`src/rtl/mode_cmd_scheduler.sv`:
```
// ---------------------------------------------------------------------------
// mode_cmd_scheduler
//
// Central controller between the user inputs (debounced buttons, UART
// receiver) and the four function blocks (stopwatch, watch, SR04, DHT11).
// It merges button pulses and UART command bytes into one registered command
// stream, holds the active mode, and runs the measurement scheduler: manual
// or auto-periodic start pulses, a start/busy handshake and a busy timeout.
//
// Optional feature macro: UART_UPPER_EN
//   defined   : uppercase 'R','U','D','L','M','S' decode like lowercase.
//   undefined : uppercase bytes are ignored like any unknown byte.
//
// Parameters
//   CLK_HZ          system clock frequency, used to derive the 1 ms step
//   AUTO_PERIOD_MS  auto-run interval between sensor starts
//   BUSY_TIMEOUT_MS maximum wait for sensor_busy to rise or to fall
//
// Ports
//   clk_i            system clock
//   rst_ni           asynchronous active-low reset
//   btn_u/d/l/r_i    debounced single-cycle button pulses
//   mode_sw_i        0 = mode-select, 1 = command
//   rx_data_i        UART byte, qualified by rx_valid_i
//   rx_valid_i       single-cycle strobe for rx_data_i
//   sensor_busy_i    busy flag of the sensor selected by the mode
//   send_ack_i       UART sender accepted the send request
//   mode_o           0 stopwatch, 1 watch, 2 sr04, 3 dht11
//   cmd_run/up/down/clear_o  single-cycle commands to stopwatch/watch
//   sr04_start_o     single-cycle SR04 measurement start
//   dht11_start_o    single-cycle DHT11 measurement start
//   auto_on_o        auto-run enabled
//   send_req_o       level, held until send_ack_i
//   sensor_err_o     single-cycle pulse on handshake timeout
//   rx_drop_o        single-cycle pulse when a UART byte is discarded
//
// Every output is registered: an event in cycle N is visible in cycle N+1.
// ---------------------------------------------------------------------------
module mode_cmd_scheduler #(
    parameter int CLK_HZ          = 100_000_000,
    parameter int AUTO_PERIOD_MS  = 1000,
    parameter int BUSY_TIMEOUT_MS = 50
) (
    input  logic       clk_i,
    input  logic       rst_ni,
    input  logic       btn_u_i,
    input  logic       btn_d_i,
    input  logic       btn_l_i,
    input  logic       btn_r_i,
    input  logic       mode_sw_i,
    input  logic [7:0] rx_data_i,
    input  logic       rx_valid_i,
    input  logic       sensor_busy_i,
    input  logic       send_ack_i,
    output logic [1:0] mode_o,
    output logic       cmd_run_o,
    output logic       cmd_up_o,
    output logic       cmd_down_o,
    output logic       cmd_clear_o,
    output logic       sr04_start_o,
    output logic       dht11_start_o,
    output logic       auto_on_o,
    output logic       send_req_o,
    output logic       sensor_err_o,
    output logic       rx_drop_o
);

    // -----------------------------------------------------------------------
    // Derived constants
    // -----------------------------------------------------------------------
    localparam int CYC_PER_MS = (CLK_HZ / 1000 < 1) ? 1 : CLK_HZ / 1000;
    localparam int PRE_W      = (CYC_PER_MS > 1) ? $clog2(CYC_PER_MS) : 1;
    localparam int AUTO_W     = $clog2(AUTO_PERIOD_MS + 1);
    localparam int TO_W       = $clog2(BUSY_TIMEOUT_MS + 1);

    localparam logic [PRE_W-1:0]  PRE_LAST  = PRE_W'(CYC_PER_MS - 1);
    localparam logic [AUTO_W-1:0] AUTO_LAST = AUTO_W'(AUTO_PERIOD_MS - 1);
    localparam logic [TO_W-1:0]   TO_LAST   = TO_W'(BUSY_TIMEOUT_MS - 1);

    // Sensor handshake FSM
    localparam logic [1:0] ST_IDLE    = 2'd0;
    localparam logic [1:0] ST_START   = 2'd1;
    localparam logic [1:0] ST_WAIT_HI = 2'd2;
    localparam logic [1:0] ST_BUSY    = 2'd3;

    // Decoded UART command codes
    localparam logic [2:0] DC_NONE  = 3'd0;
    localparam logic [2:0] DC_RUN   = 3'd1;
    localparam logic [2:0] DC_UP    = 3'd2;
    localparam logic [2:0] DC_DOWN  = 3'd3;
    localparam logic [2:0] DC_CLEAR = 3'd4;
    localparam logic [2:0] DC_MODE  = 3'd5;
    localparam logic [2:0] DC_SEND  = 3'd6;

    function automatic logic [2:0] decode_byte(input logic [7:0] b);
        logic [2:0] code;
        case (b)
            8'h72:   code = DC_RUN;
            8'h75:   code = DC_UP;
            8'h64:   code = DC_DOWN;
            8'h6C:   code = DC_CLEAR;
            8'h6D:   code = DC_MODE;
            8'h73:   code = DC_SEND;
`ifdef UART_UPPER_EN
            8'h52:   code = DC_RUN;
            8'h55:   code = DC_UP;
            8'h44:   code = DC_DOWN;
            8'h4C:   code = DC_CLEAR;
            8'h4D:   code = DC_MODE;
            8'h53:   code = DC_SEND;
`endif
            default: code = DC_NONE;
        endcase
        return code;
    endfunction

    // -----------------------------------------------------------------------
    // State registers
    // -----------------------------------------------------------------------
    logic [1:0]        mode_q,       mode_d;
    logic              auto_on_q,    auto_on_d;
    logic              send_req_q,   send_req_d;
    logic              pend_full_q,  pend_full_d;
    logic [7:0]        pend_data_q,  pend_data_d;
    logic [1:0]        fsm_q,        fsm_d;
    logic [PRE_W-1:0]  auto_pre_q,   auto_pre_d;
    logic [AUTO_W-1:0] auto_ms_q,    auto_ms_d;
    logic [PRE_W-1:0]  to_pre_q,     to_pre_d;
    logic [TO_W-1:0]   to_ms_q,      to_ms_d;

    logic cmd_run_q,     cmd_run_d;
    logic cmd_up_q,      cmd_up_d;
    logic cmd_down_q,    cmd_down_d;
    logic cmd_clear_q,   cmd_clear_d;
    logic sr04_start_q,  sr04_start_d;
    logic dht11_start_q, dht11_start_d;
    logic sensor_err_q,  sensor_err_d;
    logic rx_drop_q,     rx_drop_d;

    // -----------------------------------------------------------------------
    // Command merge: buttons win, UART byte waits in a 1-deep pending slot
    // -----------------------------------------------------------------------
    logic       btn_any;
    logic       uart_issue;
    logic [7:0] uart_byte;
    logic [2:0] uart_code;
    logic       ev_mode, ev_run, ev_up, ev_down, ev_clear, ev_send;
    logic       sensor_mode;
    logic       meas_req;
    logic       auto_toggle;
    logic       auto_tick;
    logic       to_expire;

    assign btn_any     = btn_u_i | btn_d_i | btn_l_i | btn_r_i;
    // A byte is issued either from the pending slot or straight from the
    // receiver when nothing is pending; never in a cycle with a button pulse.
    assign uart_issue  = !btn_any && (pend_full_q || rx_valid_i);
    assign uart_byte   = pend_full_q ? pend_data_q : rx_data_i;
    assign uart_code   = uart_issue ? decode_byte(uart_byte) : DC_NONE;

    assign ev_mode     = (btn_r_i && !mode_sw_i) || (uart_code == DC_MODE);
    assign ev_run      = (btn_r_i &&  mode_sw_i) || (uart_code == DC_RUN);
    assign ev_up       = (btn_u_i &&  mode_sw_i) || (uart_code == DC_UP);
    assign ev_down     = (btn_d_i &&  mode_sw_i) || (uart_code == DC_DOWN);
    assign ev_clear    = (btn_l_i &&  mode_sw_i) || (uart_code == DC_CLEAR);
    assign ev_send     = (uart_code == DC_SEND);

    // Modes 2 and 3 are the sensor modes; there run/up are re-purposed.
    assign sensor_mode = mode_q[1];
    assign meas_req    = ev_run && sensor_mode;
    assign auto_toggle = ev_up && sensor_mode;

    assign auto_tick   = auto_on_q && sensor_mode &&
                         (auto_pre_q == PRE_LAST) && (auto_ms_q == AUTO_LAST);
    assign to_expire   = (to_pre_q == PRE_LAST) && (to_ms_q == TO_LAST);

    always_comb begin
        pend_full_d = pend_full_q;
        pend_data_d = pend_data_q;
        rx_drop_d   = rx_valid_i && pend_full_q;
        if (pend_full_q) begin
            if (!btn_any) begin
                pend_full_d = 1'b0;
            end
        end else if (rx_valid_i && btn_any) begin
            pend_full_d = 1'b1;
            pend_data_d = rx_data_i;
        end
    end

    // -----------------------------------------------------------------------
    // Datapath commands, send request
    // -----------------------------------------------------------------------
    always_comb begin
        cmd_run_d   = ev_run   && !sensor_mode;
        cmd_up_d    = ev_up    && !sensor_mode;
        cmd_down_d  = ev_down  && !sensor_mode;
        cmd_clear_d = ev_clear && !sensor_mode;

        send_req_d = send_req_q;
        if (send_req_q && send_ack_i) begin
            send_req_d = 1'b0;
        end else if (ev_send) begin
            send_req_d = 1'b1;
        end
    end

    // -----------------------------------------------------------------------
    // Mode, auto-run enable and auto period counter
    // -----------------------------------------------------------------------
    always_comb begin
        mode_d     = mode_q;
        auto_on_d  = auto_on_q;
        auto_pre_d = auto_pre_q;
        auto_ms_d  = auto_ms_q;
        if (ev_mode) begin
            mode_d     = mode_q + 2'd1;
            auto_on_d  = 1'b0;
            auto_pre_d = '0;
            auto_ms_d  = '0;
        end else if (auto_toggle) begin
            // Turning on restarts a full period; turning off parks at zero.
            auto_on_d  = !auto_on_q;
            auto_pre_d = '0;
            auto_ms_d  = '0;
        end else if (auto_on_q) begin
            if (auto_pre_q == PRE_LAST) begin
                auto_pre_d = '0;
                auto_ms_d  = (auto_ms_q == AUTO_LAST) ? '0 : auto_ms_q + 1'b1;
            end else begin
                auto_pre_d = auto_pre_q + 1'b1;
            end
        end
    end

    // -----------------------------------------------------------------------
    // Sensor handshake FSM with timeout
    // -----------------------------------------------------------------------
    always_comb begin
        fsm_d         = fsm_q;
        sr04_start_d  = 1'b0;
        dht11_start_d = 1'b0;
        sensor_err_d  = 1'b0;
        if (ev_mode) begin
            // Mode change abandons any measurement without a start pulse.
            fsm_d = ST_IDLE;
        end else begin
            case (fsm_q)
                ST_IDLE: begin
                    // A tick lost while not idle is simply dropped here.
                    if (meas_req || auto_tick) begin
                        fsm_d         = ST_START;
                        sr04_start_d  = (mode_q == 2'd2);
                        dht11_start_d = (mode_q == 2'd3);
                    end
                end
                ST_START: begin
                    fsm_d = ST_WAIT_HI;
                end
                ST_WAIT_HI: begin
                    if (sensor_busy_i) begin
                        fsm_d = ST_BUSY;
                    end else if (to_expire) begin
                        fsm_d        = ST_IDLE;
                        sensor_err_d = 1'b1;
                    end
                end
                default: begin
                    if (!sensor_busy_i) begin
                        fsm_d = ST_IDLE;
                    end else if (to_expire) begin
                        fsm_d        = ST_IDLE;
                        sensor_err_d = 1'b1;
                    end
                end
            endcase
        end

        // Timeout counter restarts on every state entry and only runs
        // while waiting on the sensor.
        to_pre_d = '0;
        to_ms_d  = '0;
        if ((fsm_d == fsm_q) && ((fsm_q == ST_WAIT_HI) || (fsm_q == ST_BUSY))) begin
            if (to_pre_q == PRE_LAST) begin
                to_pre_d = '0;
                to_ms_d  = to_ms_q + 1'b1;
            end else begin
                to_pre_d = to_pre_q + 1'b1;
                to_ms_d  = to_ms_q;
            end
        end
    end

    // -----------------------------------------------------------------------
    // Registers
    // -----------------------------------------------------------------------
    always_ff @(posedge clk_i or negedge rst_ni) begin
        if (!rst_ni) begin
            mode_q        <= 2'd0;
            auto_on_q     <= 1'b0;
            send_req_q    <= 1'b0;
            pend_full_q   <= 1'b0;
            pend_data_q   <= 8'h00;
            fsm_q         <= ST_IDLE;
            auto_pre_q    <= '0;
            auto_ms_q     <= '0;
            to_pre_q      <= '0;
            to_ms_q       <= '0;
            cmd_run_q     <= 1'b0;
            cmd_up_q      <= 1'b0;
            cmd_down_q    <= 1'b0;
            cmd_clear_q   <= 1'b0;
            sr04_start_q  <= 1'b0;
            dht11_start_q <= 1'b0;
            sensor_err_q  <= 1'b0;
            rx_drop_q     <= 1'b0;
        end else begin
            mode_q        <= mode_d;
            auto_on_q     <= auto_on_d;
            send_req_q    <= send_req_d;
            pend_full_q   <= pend_full_d;
            pend_data_q   <= pend_data_d;
            fsm_q         <= fsm_d;
            auto_pre_q    <= auto_pre_d;
            auto_ms_q     <= auto_ms_d;
            to_pre_q      <= to_pre_d;
            to_ms_q       <= to_ms_d;
            cmd_run_q     <= cmd_run_d;
            cmd_up_q      <= cmd_up_d;
            cmd_down_q    <= cmd_down_d;
            cmd_clear_q   <= cmd_clear_d;
            sr04_start_q  <= sr04_start_d;
            dht11_start_q <= dht11_start_d;
            sensor_err_q  <= sensor_err_d;
            rx_drop_q     <= rx_drop_d;
        end
    end

    assign mode_o        = mode_q;
    assign cmd_run_o     = cmd_run_q;
    assign cmd_up_o      = cmd_up_q;
    assign cmd_down_o    = cmd_down_q;
    assign cmd_clear_o   = cmd_clear_q;
    assign sr04_start_o  = sr04_start_q;
    assign dht11_start_o = dht11_start_q;
    assign auto_on_o     = auto_on_q;
    assign send_req_o    = send_req_q;
    assign sensor_err_o  = sensor_err_q;
    assign rx_drop_o     = rx_drop_q;

endmodule
```
`config.mk`:
```
export PLATFORM = sky130hd
export DESIGN_NAME = mode_cmd_scheduler
export DESIGN_NICKNAME = d
export VERILOG_FILES = /design/src/rtl/mode_cmd_scheduler.sv
export SDC_FILE = /design/constraint.sdc
export NUM_CORES = 1
export LEC_CHECK = 0
export ABC_AREA = 1
export CORE_ASPECT_RATIO = 0.7
export CORE_MARGIN = 1.5
export CORE_UTILIZATION = 51
export CTS_BUF_LIST = sky130_fd_sc_hd__clkbuf_4 sky130_fd_sc_hd__clkbuf_8 sky130_fd_sc_hd__clkbuf_16
export DETAILED_ROUTE_END_ITERATION = 10
export PLACE_DENSITY_LB_ADDON = 0.2
export SLEW_MARGIN = 20
export SYNTH_ARGS = -nofsm -noshare
export SYNTH_HDL_FRONTEND = slang
export SYNTH_SLANG_ARGS = --single-unit
```
`constraint.sdc`:
```
create_clock -name clk_i -period 2.3 [get_ports clk_i]
set_clock_uncertainty 0.15 [all_clocks]
set_input_delay 0.69 -clock clk_i [delete_from_list [all_inputs] [get_ports clk_i]]
set_output_delay 0.69 -clock clk_i [all_outputs]
set_load 0.02 [all_outputs]
```
==> results.py <==
metrics = {
    "setup_path": {
        "worstReg2RegStart": "pend_full_q",
        "cp-end-kind": "register",
        "critPathLaunchType": "register",
        "r2r_setup_slack_ns": -0.23,
        "regToRegEndpoint": "auto_pre_q[0]",
        "critical_path_class": "register to register",
        "worstPathArrival_ns": 2.63,
        "critical_path.startpoint": "pend_full_q",
        "cp-endpoint": "auto_pre_q[0]",
        "ff2ff_path_depth": 18,
        "cp.required_ns": 2.39,
        "worstPathMaxFanout": 6,
    },
    "clocking": {
        "root_buffer": "clkbuf_16",
        "hold_buffers": 0,
        "htreeDepth": 3,
        "cts_tree": "built",
        "clockBufferDepth": 2,
        "cts_made_buffers": 9,
        "clk_latency_ns": 0.34,
        "cts.sinks": 73,
        "path_clk_slew_ns": 0.06,
    },
    "final_layout": {
        "post-route-util": 0.748,
        "areaGrowthSynthToFinish_pct": 42.7,
        "fillCellCount": 544,
        "fin_area_sq_um": 6320,
        "fin_nets": 715,
        "final_cell_mix": "nand2_1, dfrtp_1, inv_1",
        "n_antenna_cell": 0,
        "multi_input_area_sq_um": 2650,
        "seqCellArea_sq_um": 1830,
        "drive_gt1_frac": 0.345,
        "final_common_cell": "nand2_1",
    },
    "placement": {
        "port_buffers": 29,
        "dp_hpwl_microns": 7020,
        "gp_congestion": 0.910,
        "place_area_sq_um": 5160,
    },
    "timing": {
        "setup_ws_ns": -0.235,
        "max_freq_mhz": 395,
        "tightestPinTransition_ns": 0.444,
        "finalSetupViolations": 56,
        "final_hold_viol_count": 0,
        "fin_crit_sh": 1.10,
        "rsz0062_at_grt": "yes",
        "slew_viol_final": 0,
        "fin_crit_ns": 2.53,
        "slew_headroom": 0.700,
    },
    "yosys": {
        "synth_flop_cell": "dfrtp_1",
        "syn_inst": 581,
        "yosys_warnings": 0,
        "ys_ff_latch": 73,
        "async_reset_ff_frac": 1.00,
        "ys_types": 38,
        "syn_avg_cell_area_sq_um": 7.62,
        "seq_area_frac_synth": 0.413,
        "syn_area_sq_um": 4430,
        "syn-num-nets": 606,
        "synth_edf_count": 0,
    },
    "floorplan": {
        "dieArea_sq_um": 9260,
        "die_w_microns": 114,
        "coreArea_sq_um": 8440,
        "die_height_microns": 81.0,
        "io_pins": 30,
        "rows": 28,
        "initial_utilization": 0.524,
    },
    "route": {
        "drt-total-wl_microns": 12600,
        "drc_errors": 0,
        "avgRoutedWirePerCell_microns": 15.5,
        "drtAntennaViolNets": 0,
        "drtIter0Drc": 377,
        "via_per_inst": 5.46,
        "vias": 4451,
        "first_pass_iters": 5,
    },
    "grt": {
        "grt.total_usage": 0.265,
        "antenna_found_initial": 0,
        "overflow": 0,
        "grt_max_degree": 74,
        "grt_pass1_vias": 4054,
        "grt_pass1_wl_microns": 19300,
    },
    "power_and_ir_drop": {
        "p_leak_nw": 2.83,
        "power_density_nw_per_um2": 750,
        "irDropWorstVdd_uv": 508,
    },
    "status": {
        "status": "finished with violations",
        "failed_checks": "negative setup slack",
    },
    "hold_path": {
        "hold_path.class": "input port to asynchronous set/reset pin",
    },
    "flow_run": {
        "drv_cap": 0,
    },
}
[cell families (layout without fill, tap and decap cells)]
logic type,after synthesis,after routing,synth area share
multiplexers,2,2,0.00509
adder cells (fa/ha/maj),7,7,0.0198
XOR/XNOR,25,25,0.0494
AND/OR/NAND/NOR,326,326,0.344
buffers and inverters,90,201,0.0927
flip-flops,73,73,0.413
AO/OA/AOI/OAI,58,61,0.0760
[sequential cells by signal, summed over array words and instances, names as in the netlist, 2 cells and up]
signal / cells
fsm_q: 2
mode_o: 2
to_ms_q: 6
pend_data_q: 8
auto_ms_q: 10
auto_pre_q: 17
to_pre_q: 17
[per-stage QoR]
stage / instances / setup TNS (ns) / hold WS [ns] / total power, W / worst slack (ns)
final: 815 / -10.50 / 0.207 / 0.00474 / -0.235
after CTS: 808 / -4.76 / 0.245 / 0.00447 / -0.156
after global routing: 815 / -15.45 / 0.254 / 0.00497 / -0.328
after detailed placement: 761 / -45.00 / 0.338 / 0.00277 / -0.828
after floorplan: 581 / -0.211 / 0.244 / 0.00235 / -0.0160
after global placement: 761 / -38.62 / 0.338 / 0.00274 / -0.715
[final cells by class]
type,count,share of cell area
repair inverters,1,0.00119
clock inverters,5,0.00871
inverters,75,0.0501
flip-flops and latches,73,0.289
well taps,120,0.0238
clock buffers,11,0.0390
multi-input cells,421,0.419
repair buffers,109,0.169
[worst max-delay path: stages, from the launching register on]
cell	delay, ns
dfrtp_2	0.46
clkinvlp_4	0.20
nand2_1	0.10
nand2_1	0.07
nand2_2	0.09
nor2_4	0.05
nand2_2	0.11
nand3_2	0.10
nand2_2	0.11
inv_2	0.07
nand2_2	0.08
o21ai_4	0.07
buf_6	0.15
clkinv_8	0.06
nand2_8	0.06
nor2_8	0.19
clkbuf_16	0.19
nand2_2	0.05
o31ai_2	0.06
[synthesized netlist by cell type (3+ instances only)]
cell,instances,area share
a21oi_1,12,0.014
buf_6,8,0.020
clkbuf_1,3,0.0025
dfrtp_1,73,0.41
ha_1,7,0.020
inv_1,72,0.061
nand2_1,148,0.13
nand2_2,3,0.0042
nand3_1,50,0.057
nand3b_1,9,0.015
nand4_1,17,0.024
nor2_1,47,0.040
nor2_2,23,0.032
nor3_1,10,0.011
nor4_1,9,0.013
o21ai_0,16,0.018
o21ai_1,22,0.025
xnor2_1,4,0.0079
xor2_1,21,0.042
[per-layer routing]
metal  track usage  vias up  part of all wire
met4        0.0863        0             0.022
li1              -     2113                 -
met2         0.402      197              0.46
met1         0.383     2107              0.45
met5             0        -                 0
met3        0.0537       34             0.071
[power breakdown]
| part | switching, W | leakage [nW] | total (W) | internal, W |
|---|---|---|---|---|
| clock | 0.000546 | 0.145 | 0.00142 | 0.000877 |
| sequential | 0.000164 | 0.979 | 0.00163 | 0.00146 |
| combinational | 0.000942 | 1.71 | 0.00169 | 0.000746 |
[what timing repair did]
action                                  in CTS  in global routing
endpoints found under the setup margin      57                 60
gates cloned                                 7                  3
setup buffers                               24                 11
pin swaps                                   44                 45
resized for setup                           86                 76
[how the worst min path moves through the flow]
stage | start | to | slack [ns] | depth (start not counted)
6_report | rst_ni | pend_data_q[2] | 0.21 | 2
5_1_grt | rst_ni | pend_data_q[2] | 0.25 | 2
4_1_cts | rst_ni | pend_data_q[2] | 0.24 | 2
3_5_place_dp | pend_data_q[7] | pend_data_q[7] | 0.34 | 2
3_3_place_gp | pend_data_q[5] | pend_data_q[5] | 0.34 | 1
2_1_floorplan | rst_ni | auto_ms_q[0] | 0.24 | 0
Note: power is estimated with default switching activity, not from simulation.
